**src/rtl/serial_add_32_if.sv**
```systemverilog
// Handshake and operand/result bundle for the digit-serial adder.
// Master side requests additions; slave side reports busy/done and the registered result.
interface serial_add_32_if #(
    parameter int WIDTH = 32
);
    logic             start;
    logic [WIDTH-1:0] x;
    logic [WIDTH-1:0] y;
    logic             cin;
    logic             busy;
    logic             done;
    logic [WIDTH-1:0] s;
    logic             cout;

    modport master (
        output start, x, y, cin,
        input  busy, done, s, cout
    );

    modport slave (
        input  start, x, y, cin,
        output busy, done, s, cout
    );
endinterface

```
**src/rtl/serial_add_32.sv**
```systemverilog
// Digit-serial adder: s = x + y + cin, DIGIT bits per clock, LSB first, one shared adder slice.
// Latency WIDTH/DIGIT cycles from accept to done; start is ignored while busy, accepted in IDLE or DONE.
module serial_add_32 #(
    parameter int WIDTH = 32,
    parameter int DIGIT = 1
) (
    input  logic          clk,
    input  logic          rst_n,
    serial_add_32_if.slave bus
);
    localparam int N  = WIDTH / DIGIT;
    localparam int CW = (N > 1) ? $clog2(N) : 1;
    localparam int SW = DIGIT + 1;

    generate
        if ((WIDTH % DIGIT) != 0 || DIGIT < 1) begin : g_bad_digit
            $error("serial_add_32: DIGIT must divide WIDTH");
        end
    endgenerate

    typedef enum logic [1:0] {S_IDLE, S_RUN, S_DONE} state_t;

    state_t            state_q;
    logic [WIDTH-1:0]  xw_q, yw_q, sw_q, s_q;
    logic              c_q, cout_q;
    logic [CW-1:0]     cnt_q;

    logic [SW-1:0]     slice_d;
    logic [WIDTH-1:0]  sw_d;

    // New sum digits enter at the top so that after N shifts the LSB digit sits at bit 0.
    always_comb begin
        slice_d = SW'(xw_q[DIGIT-1:0]) + SW'(yw_q[DIGIT-1:0]) + SW'(c_q);
        sw_d    = (sw_q >> DIGIT) | (WIDTH'(slice_d[DIGIT-1:0]) << (WIDTH - DIGIT));
    end

    always_ff @(posedge clk or negedge rst_n) begin
        if (!rst_n) begin
            state_q <= S_IDLE;
            xw_q    <= '0;
            yw_q    <= '0;
            sw_q    <= '0;
            c_q     <= 1'b0;
            cnt_q   <= '0;
            s_q     <= '0;
            cout_q  <= 1'b0;
        end else begin
            case (state_q)
                S_IDLE, S_DONE: begin
                    if (bus.start) begin
                        xw_q    <= bus.x;
                        yw_q    <= bus.y;
                        c_q     <= bus.cin;
                        sw_q    <= '0;
                        cnt_q   <= '0;
                        state_q <= S_RUN;
                    end else begin
                        state_q <= S_IDLE;
                    end
                end
                S_RUN: begin
                    xw_q  <= xw_q >> DIGIT;
                    yw_q  <= yw_q >> DIGIT;
                    c_q   <= slice_d[DIGIT];
                    sw_q  <= sw_d;
                    cnt_q <= cnt_q + CW'(1);
                    if (cnt_q == CW'(N - 1)) begin
                        s_q     <= sw_d;
                        cout_q  <= slice_d[DIGIT];
                        state_q <= S_DONE;
                    end
                end
                default: state_q <= S_IDLE;
            endcase
        end
    end

    assign bus.busy = (state_q == S_RUN);
    assign bus.done = (state_q == S_DONE);
    assign bus.s    = s_q;
    assign bus.cout = cout_q;
endmodule

```
**src/flat_wrapper.sv**
```systemverilog
// flat-port wrapper written by rule: the top's interface ports become plain ports
module serial_add_32_flat 
#(
    parameter int WIDTH = 32,
    parameter int DIGIT = 1
)
  (clk, rst_n, bus_start, bus_x, bus_y, bus_cin, bus_busy, bus_done, bus_s, bus_cout);
  serial_add_32_if #(.WIDTH(WIDTH)) bus_i ();
  input  logic clk;
  input  logic rst_n;
  input wire logic [$bits(bus_i.start)-1:0] bus_start;
  input wire logic [$bits(bus_i.x)-1:0] bus_x;
  input wire logic [$bits(bus_i.y)-1:0] bus_y;
  input wire logic [$bits(bus_i.cin)-1:0] bus_cin;
  output wire logic [$bits(bus_i.busy)-1:0] bus_busy;
  output wire logic [$bits(bus_i.done)-1:0] bus_done;
  output wire logic [$bits(bus_i.s)-1:0] bus_s;
  output wire logic [$bits(bus_i.cout)-1:0] bus_cout;
  assign bus_i.start = bus_start;
  assign bus_i.x = bus_x;
  assign bus_i.y = bus_y;
  assign bus_i.cin = bus_cin;
  assign bus_busy = bus_i.busy;
  assign bus_done = bus_i.done;
  assign bus_s = bus_i.s;
  assign bus_cout = bus_i.cout;
  serial_add_32 #(.WIDTH(WIDTH), .DIGIT(DIGIT)) u_core (.clk(clk), .rst_n(rst_n), .bus(bus_i));
endmodule
```
**config.mk**
```make
export PLATFORM = sky130hd
export DESIGN_NAME = serial_add_32_flat
export DESIGN_NICKNAME = d
export VERILOG_FILES = /design/src/rtl/serial_add_32_if.sv /design/src/rtl/serial_add_32.sv /design/src/flat_wrapper.sv
export SDC_FILE = /design/constraint.sdc
export NUM_CORES = 1
export LEC_CHECK = 0
export ABC_AREA = 1
export CORE_MARGIN = 2
export CORE_UTILIZATION = 48
export DETAILED_ROUTE_END_ITERATION = 10
export HOLD_SLACK_MARGIN = 0.12
export PLACE_DENSITY = 0.78
export SLEW_MARGIN = 20
export SYNTH_ARGS = -nofsm -noshare
export SYNTH_HDL_FRONTEND = slang
export SYNTH_SLANG_ARGS = --single-unit
```
**constraint.sdc**
```tcl
create_clock -name clk -period 1.52 [get_ports clk]
set_input_delay 0.304 -clock clk [delete_from_list [all_inputs] [get_ports clk]]
set_output_delay 0.304 -clock clk [all_outputs]
set_load 0.1 [all_outputs]
```
==> results.txt, run 1 <==
The maximum number of pins on one net before global-route repair came out at 46. The area of the core is 12,010 um2. The initial antenna violation count is 0.

The main flop type after synthesis is dfrtp_1. The effective utilization at floorplan came out at 49.05%. The capturing element type of the critical path is a flip-flop. The CTS root buffer is clkbuf_16. The first global-routing pass estimated 22,230 um of wire.

The family of cells with the greatest summed delay on the critical path is simple AND/OR/NAND/NOR gates. Clock-pin slew was measured on the worst setup and hold paths at 0.06 ns. Yosys mapped a number of flops with a built-in enable equal to 0.

For the worst-skew pair, the clock arrives at the later sink with an insertion delay of 0.42 ns. The peak supply drop came out at 1170 uV. The signal on the critical path passes through ha_2 > nand2_2 > nor2_4 > ha_4 > nand2_4 > buf_12 > nand2_1 > o21ai_1.

The total power consumption of the routed design came out at 20.82 mW. met2 is the most crowded layer. The leakage power summed over all cells is 4.393 nW.

The total clock buffers created by CTS is 17. The critical path is of the reg -> reg type. The run finished, with violations left. Synthesis produced 721 cells. The average cell area after synthesis is 8.172 um2.

The actual slew at the worst max-slew pin is 0.3757 ns. Net switching is 44.97% of the power. The clock share of power is 18.0%. The maximum fanout along the worst path is 6. Setup slack on the critical path of the routed design comes to -0.08083 ns. The met1 usage is 27.58%. The worst clock skew is 0.01108 ns. Once detail routing completed, the nets flagged for antenna violations numbered 0.

The max-slew violation count came to 0. For this design the ratio of total power to cell area is 2475 nW/um2. Counting both buffers and inverters, the worst setup path holds a total of 1. The count of boundary I/O pins is 103. The via count of the first global-routing pass is 4,826. Data arrives at the worst endpoint at 1.90 ns.

The portion of total power attributed to combinational logic is 50.6%. In this run the power spent charging and discharging nets is 9.363 mW. The total non-filler cell area in the finished layout is 8411 um2. The height of the die is 114.8 um. The cell with the biggest individual delay on the critical path is dfrtp_1. At the end of the flow, the number of nets in the layout was 916.

Global routing consumed, on the met2 layer, 34.71% of the routing resources. The post-synthesis instance area came out at 5892 um2. The final standard cell utilization of the core came out at 70.02%. The tool flagged a number of max-cap violations equal to 0.

The number of flip-flops and latches in the synthesized netlist is 136. STA classifies the critical path startpoint as a flip-flop. Global routing consumed, over all layers together, 21.50% of the routing resources. The instance count on the critical path came out at 8. For this run, the number of Yosys warnings is 0. Setup violations remaining at the end of the flow were counted as 35. The total congestion overflow came out at 0. The required time at the endpoint of the critical path came out at 1.82 ns.

Global routing used 5.640% of the available met3 tracks. The worst path in the final design needs a cycle of 1.601 ns, including I/O delays and setup. The number of vias in the routed layout is 4,940. The number of diodes is 0.

The die covers 13,180 um2. The part of the power in registers is 31.4%. Counting every sink on the clock net gives 136. The checks that failed: setup timing. The path class of the tightest hold or removal check is in -> async. The worst setup slack after placement is -0.04089 ns. The HPWL reported at the end of detailed placement is 8625 um. The detail-routed via count per cell is 4.930. The congestion estimate from routability-driven global placement came to 0.7517. The number of design-rule violations left by the first detailed-router iteration came out at 294. Row generation in the floorplan step produced 40 rows. The worst-case clock buffer depth came out at 2. The number of levels the H-tree was split into is 4. The stage delay of the slowest cell on the critical path came out at 0.38 ns. The part of the Yosys area used for sequential elements is 57.76%. Counting flops with an async set or reset pin after synthesis yields a share of 100.0%. The post-synthesis cell type count came out at 22. The share of final-layout standard cells stronger than drive strength 1 is 16.96%. The pre-antenna-repair detailed-routing pass consisted of 4 iterations. The maximum achievable frequency is 0.6247 GHz. TritonCTS built the clock tree. The average wire per cell in the routed design is 14.44 um. The routed design has 14,470 um of wire. The die boundary width came out at 114.8 um. The internal portion of total power came out at 11.46 mW. The number of cells on the worst reg-to-reg path is 8. The post-detailed-placement cell area came out at 7537 um2.

Setup repair after global routing could not meet its margin everywhere. The final-report hold violation count is 0. The post-synth net total came out at 792. By area the synthesized netlist is led by dfrtp_1, nand2_1, inv_1. The remaining max-slew budget at the tightest pin is 74.95%. The portion of the clock cycle consumed by the worst path in the final layout is 105.3%. The detailed-route DRC error count came out at 0. The share of Yosys cell area claimed by the top area cell type came out at 57.76%. The number of buffer cells added on primary ports came out at 102. The growth of design area from synthesis to finish is 42.75%. The post-synthesis cell type with the largest combined area is dfrtp_1.
## routing by layer
layer / share of wire (%) / routed length (um) / up-vias
met3: 6.4 / 931 / 35
met2: 51 / 7324 / 173
met5: 0 / 0 / -
li1: - / - / 2408
met1: 40 / 5779 / 2324
met4: 3.0 / 437 / 0
## cell usage in the layout (no fill, tap or decap), types with 2 or more instances in the layout
master / Yosys / final
nand3_1: 3 / 3
clkbuf_8: 0 / 2
o21ai_2: 9 / 15
buf_6: 7 / 4
nand2_2: 3 / 10
inv_1: 98 / 97
nand2_4: 0 / 8
dfrtp_1: 136 / 136
nand2_1: 369 / 354
clkbuf_16: 0 / 22
nor2_4: 1 / 4
o22ai_1: 31 / 31
clkdlybuf4s50_1: 0 / 66
clkinv_2: 0 / 7
buf_4: 2 / 19
buf_12: 0 / 42
inv_2: 3 / 4
o21ai_1: 21 / 17
## sequential cells by signal, indices dropped and copies added (netlist names)
name,cells
u_core.yw_q,32
u_core.bus.s,32
u_core.state_q,2
u_core.cnt_q,5
u_core.bus.cout,1
u_core.xw_q,32
u_core.sw_q,31
u_core.c_q,1
## area by class of cell
type,count,area (um2)
fill,866,3601
sequential,136,3403
timing repair buffer,138,1852
clock inverter,10,81.33
multi-input combinational,451,2058
inverter,101,379.1
tap,147,183.9
clock buffer,19,452.9
## synthesized netlist by cell type, types with 2 or more instances
cell type    n
nand2_1    369
dfrtp_1    136
inv_1       98
o22ai_1     31
o21ai_1     21
buf_2       17
o21ai_2      9
buf_6        7
clkbuf_1     7
nor2_1       4
inv_2        3
nand2_2      3
nand3_1      3
o21ai_0      3
buf_4        2
ha_1         2
## repair_timing
action,CTS,global route
setup endpoints to repair,20,31
hold buffers,1,0
endpoints found under the hold margin,60,0
pin swaps,3,6
gates cloned,1,7
setup buffers,2,0
resized for setup,4,37
## worst reg2reg max path, stage by stage (launching register included)
cell and delay, ns:
dfrtp_1 0.38, ha_2 0.21, nand2_2 0.08, nor2_4 0.14, ha_4 0.21, nand2_4 0.12, buf_12 0.16, nand2_1 0.09
o21ai_1 0.08
## worst paths after layout
kind / to / slack (ns) / start
setup / recovery: u_core.bus.s[27] / -0.08 / u_core.cnt_q[0]
hold / removal: u_core.bus.s[15] / 0.36 / rst_n
setup reg to reg: u_core.bus.s[27] / -0.08 / u_core.cnt_q[0]
hold reg to reg: u_core.yw_q[31] / 0.47 / u_core.yw_q[31]
max in group asynchronous: u_core.bus.s[23] / 0.62 / rst_n
min in group clk: u_core.yw_q[31] / 0.43 / bus_y[31]
## power by group through the flow
stage	combinational (mW)	sequential, mW	clock [mW]
global placement	9.79	6.35	0
CTS	10.2	6.40	3.81
global route	11.5	6.70	3.97
finish	10.5	6.54	3.75
detailed placement	10.1	6.40	0
floorplan	3.99	8.93	0
## metrics by stage
stage | TNS (ns) | hold slack (ns) | cells
floorplan | 0 | 0.008409 | 721
global placement | 0 | 0.2296 | 962
detailed placement | -0.6663 | 0.2240 | 962
CTS | -0.05612 | 0.3610 | 995
global route | -3.271 | 0.3811 | 1002
finish | -1.040 | 0.3622 | 1002
## cell families (layout without fill, tap and decap cells)
kind of cell | count (synthesis) | after routing | synth area share [%]
adders and majority gates | 3 | 3 | 0.7644
buffers and inverters | 135 | 268 | 9.981
AOI/OAI and AO/OA | 65 | 65 | 6.753
DFF | 136 | 136 | 57.76
and+or+nand+nor | 382 | 383 | 24.74
Power figures use the tool's default switching activity.
==> inputs of run 2 (changes only) <==
Settings changed: CORE_MARGIN 2 to unset.
==> run 2 against run 1 <==
Effect of this change:
- the flow still finishes with violations (setup timing)
- die area down 3.5%
- sequential power is essentially flat
- routed wire length fell by 1.2%
- clock skew fell by 0.0028 ns
- register-to-register slack gained 0.02 ns
- combinational power hardly changed
- maximum frequency is 1.4% higher
- critical path type unchanged
==> results.txt, run 2 (same netlist as run 1, synthesis figures left out) <==
Setup slack on the worst reg-to-reg path comes out at -0.06 ns. The total clock sinks came out at 136. The initial antenna violation count is 0. The worst setup slack after placement is -0.009018 ns.

The clock-pin slew on the worst setup and hold paths came out at 0.06 ns. The number of rows in the core area came out at 40. The leading cell type in the layout, fill and taps excluded is nand2_1.

The total clock buffers created by CTS came out at 17. In this run the cell area measured after placement is 7537 um2. The portion of the clock cycle consumed by the worst path in the final layout came out at 103.9%. The max-cap violation count came out at 0. The number of levels the H-tree was split into came out at 4. STA classifies the critical path endpoint as a flip-flop. The final-layout worst hold slack came out at 0.3463 ns. The area of the core is 12,010 um2.

The final-report hold violation count is 0. Power comes to 21.61 mW. After routing, the total negative slack on setup checks comes to -0.2591 ns. The average wire per cell in the routed design came out at 14.28 um.

The congestion estimate from routability-driven global placement came to 0.7762. The floorplan die area came out at 12,720 um2. The cell count after placement is 957.

The leakage power summed over all cells is 4.437 nW. The total non-filler cell area in the finished layout came out at 8589 um2. In the global route stage, overall resource usage came out at 22.26%.

The share of final-layout standard cells stronger than drive strength 1 is 18.74%. The power density over the cells is 2516 nW/um2. The number of vias in the routed layout came out at 4,920. The CTS tree is built. The final reports fail on setup timing.

In the routed design, unresolved DRC markers number 0. The last element of the critical path is u_core.bus.s[31]. The actual slew at the worst max-slew pin is 0.3241 ns.

Compared with the post-synthesis result, the final layout area differs by 45.78%. The clock latency on the worst-skew pair came out at 0.41 ns. The iteration count of the initial detailed-routing pass is 5.

The maximum fanout along the worst path is 8. The final number of setup-violating endpoints is 15. The min-delay analysis places its worst path in the category in -> async. Measured along the y axis, the die boundary spans 112.8 um. The count of boundary I/O pins is 103. The maximum number of pins on one net before global-route repair is 41. The number of design-rule violations left by the first detailed-router iteration came out at 368. The remaining max-slew budget at the tightest pin came out at 78.40%. The number of nets in the finished design is 913.

The die boundary width came out at 112.8 um. The worst setup path is of the reg -> reg kind. The CTS root buffer is clkbuf_16.

The clock period minus final worst setup slack is 1.579 ns. In this run the critical register-to-register path is launched from u_core.cnt_q[1]. The effective utilization at floorplan came out at 49.05%. The repair_antennas step left the layout with diodes totalling 0. The peak supply drop is 1220 uV. The worst setup path startpoint is u_core.cnt_q[1].

The detail-routed via count per cell came out at 4.915. The number of nets with antenna violations after routing came out at 0. The via count of the first global-routing pass is 4,582. The number of cells on the worst reg-to-reg path came out at 8. The max-slew violation count came to 0.

The worst clock skew came out at 0.008292 ns. Setup repair after global routing could not meet its margin everywhere. The detailed-route wire length is 14,300 um.

Based on the critical path, the design can be clocked at up to 0.6335 GHz. During placement, the flow inserted port buffers numbering 102. The total overflow left after global routing is 0. The setup slack of the critical path after layout came out at -0.05856 ns. The required time at the endpoint of the critical path is 1.81 ns. The wire-length estimate of the detail-placed layout is 8193 um. The endpoint identified for the worst register-to-register timing path is u_core.bus.s[31]. STA classifies the critical path startpoint as a flip-flop. The run finished, with violations left. The final standard cell utilization of the core came out at 71.51%. In the layout the commonest cells are nand2_1, dfrtp_1, inv_1. The worst-case clock buffer depth came out at 2. The first global-routing pass estimated 21,980 um of wire.

The non-filler instance count after layout is 1,001. The critical path data arrival time is 1.87 ns.
==> run 2: cell types whose count changed in the layout (fill, tap and decap cells not counted), sizes merged <==
cell and change:
clkinvlp +1, clkbuf -1, clkinv -2, buf -3, bufinv +3, inv +1
==> run 2: repair_timing <==
item / in CTS / in global routing
gates cloned: 1 / 7
endpoints found under the hold margin: 119 / 0
setup endpoints to repair: 7 / 34
resized for setup: 5 / 58
pin swaps: 2 / 4
hold buffers: 1 / 0
setup buffers: 2 / 2
==> run 2: how the worst min path moves through the flow <==
| stage | startpoint | end | slack, ns |
|---|---|---|---|
| 6_report | rst_n | u_core.sw_q[18] | 0.35 |
| 3_5_place_dp | rst_n | u_core.bus.s[13] | 0.21 |
| 3_3_place_gp | rst_n | u_core.bus.s[15] | 0.21 |
| 2_1_floorplan | rst_n | u_core.bus.cout | 0.008 |
| 5_1_grt | rst_n | u_core.sw_q[18] | 0.36 |
| 4_1_cts | rst_n | u_core.bus.s[11] | 0.34 |
==> run 2: power breakdown <==
group          internal, mW  switching [mW]
Combinational          3.97            6.79
Clock                  2.77            1.53
Sequential             5.31            1.24
Total                  12.1            9.55
==> run 2: worst max-delay path, cell delays in order (launching register included) <==
cell,delay (ns)
dfrtp_1,0.37
ha_2,0.20
nand2_2,0.08
nor2_4,0.14
ha_4,0.20
nand2_8,0.12
clkbuf_16,0.20
nand2_2,0.07
o21ai_1,0.07
==> run 2: cell type report <==
class | instances | area (um2)
Fill cell | 805 | 3422
Sequential cell | 136 | 3403
Multi-Input combinational cell | 451 | 2140
Timing Repair Buffer | 135 | 1867
Clock buffer | 18 | 439.2
Inverter | 101 | 379.1
Tap cell | 147 | 183.9
Clock inverter | 13 | 177.7
==> run 2: per-layer routing <==
layer  GRT usage, %  routed length [um]
met3          5.035                 639
met1          30.23                6187
met5              0                   0
met2          35.47                7263
met4          7.644                 207
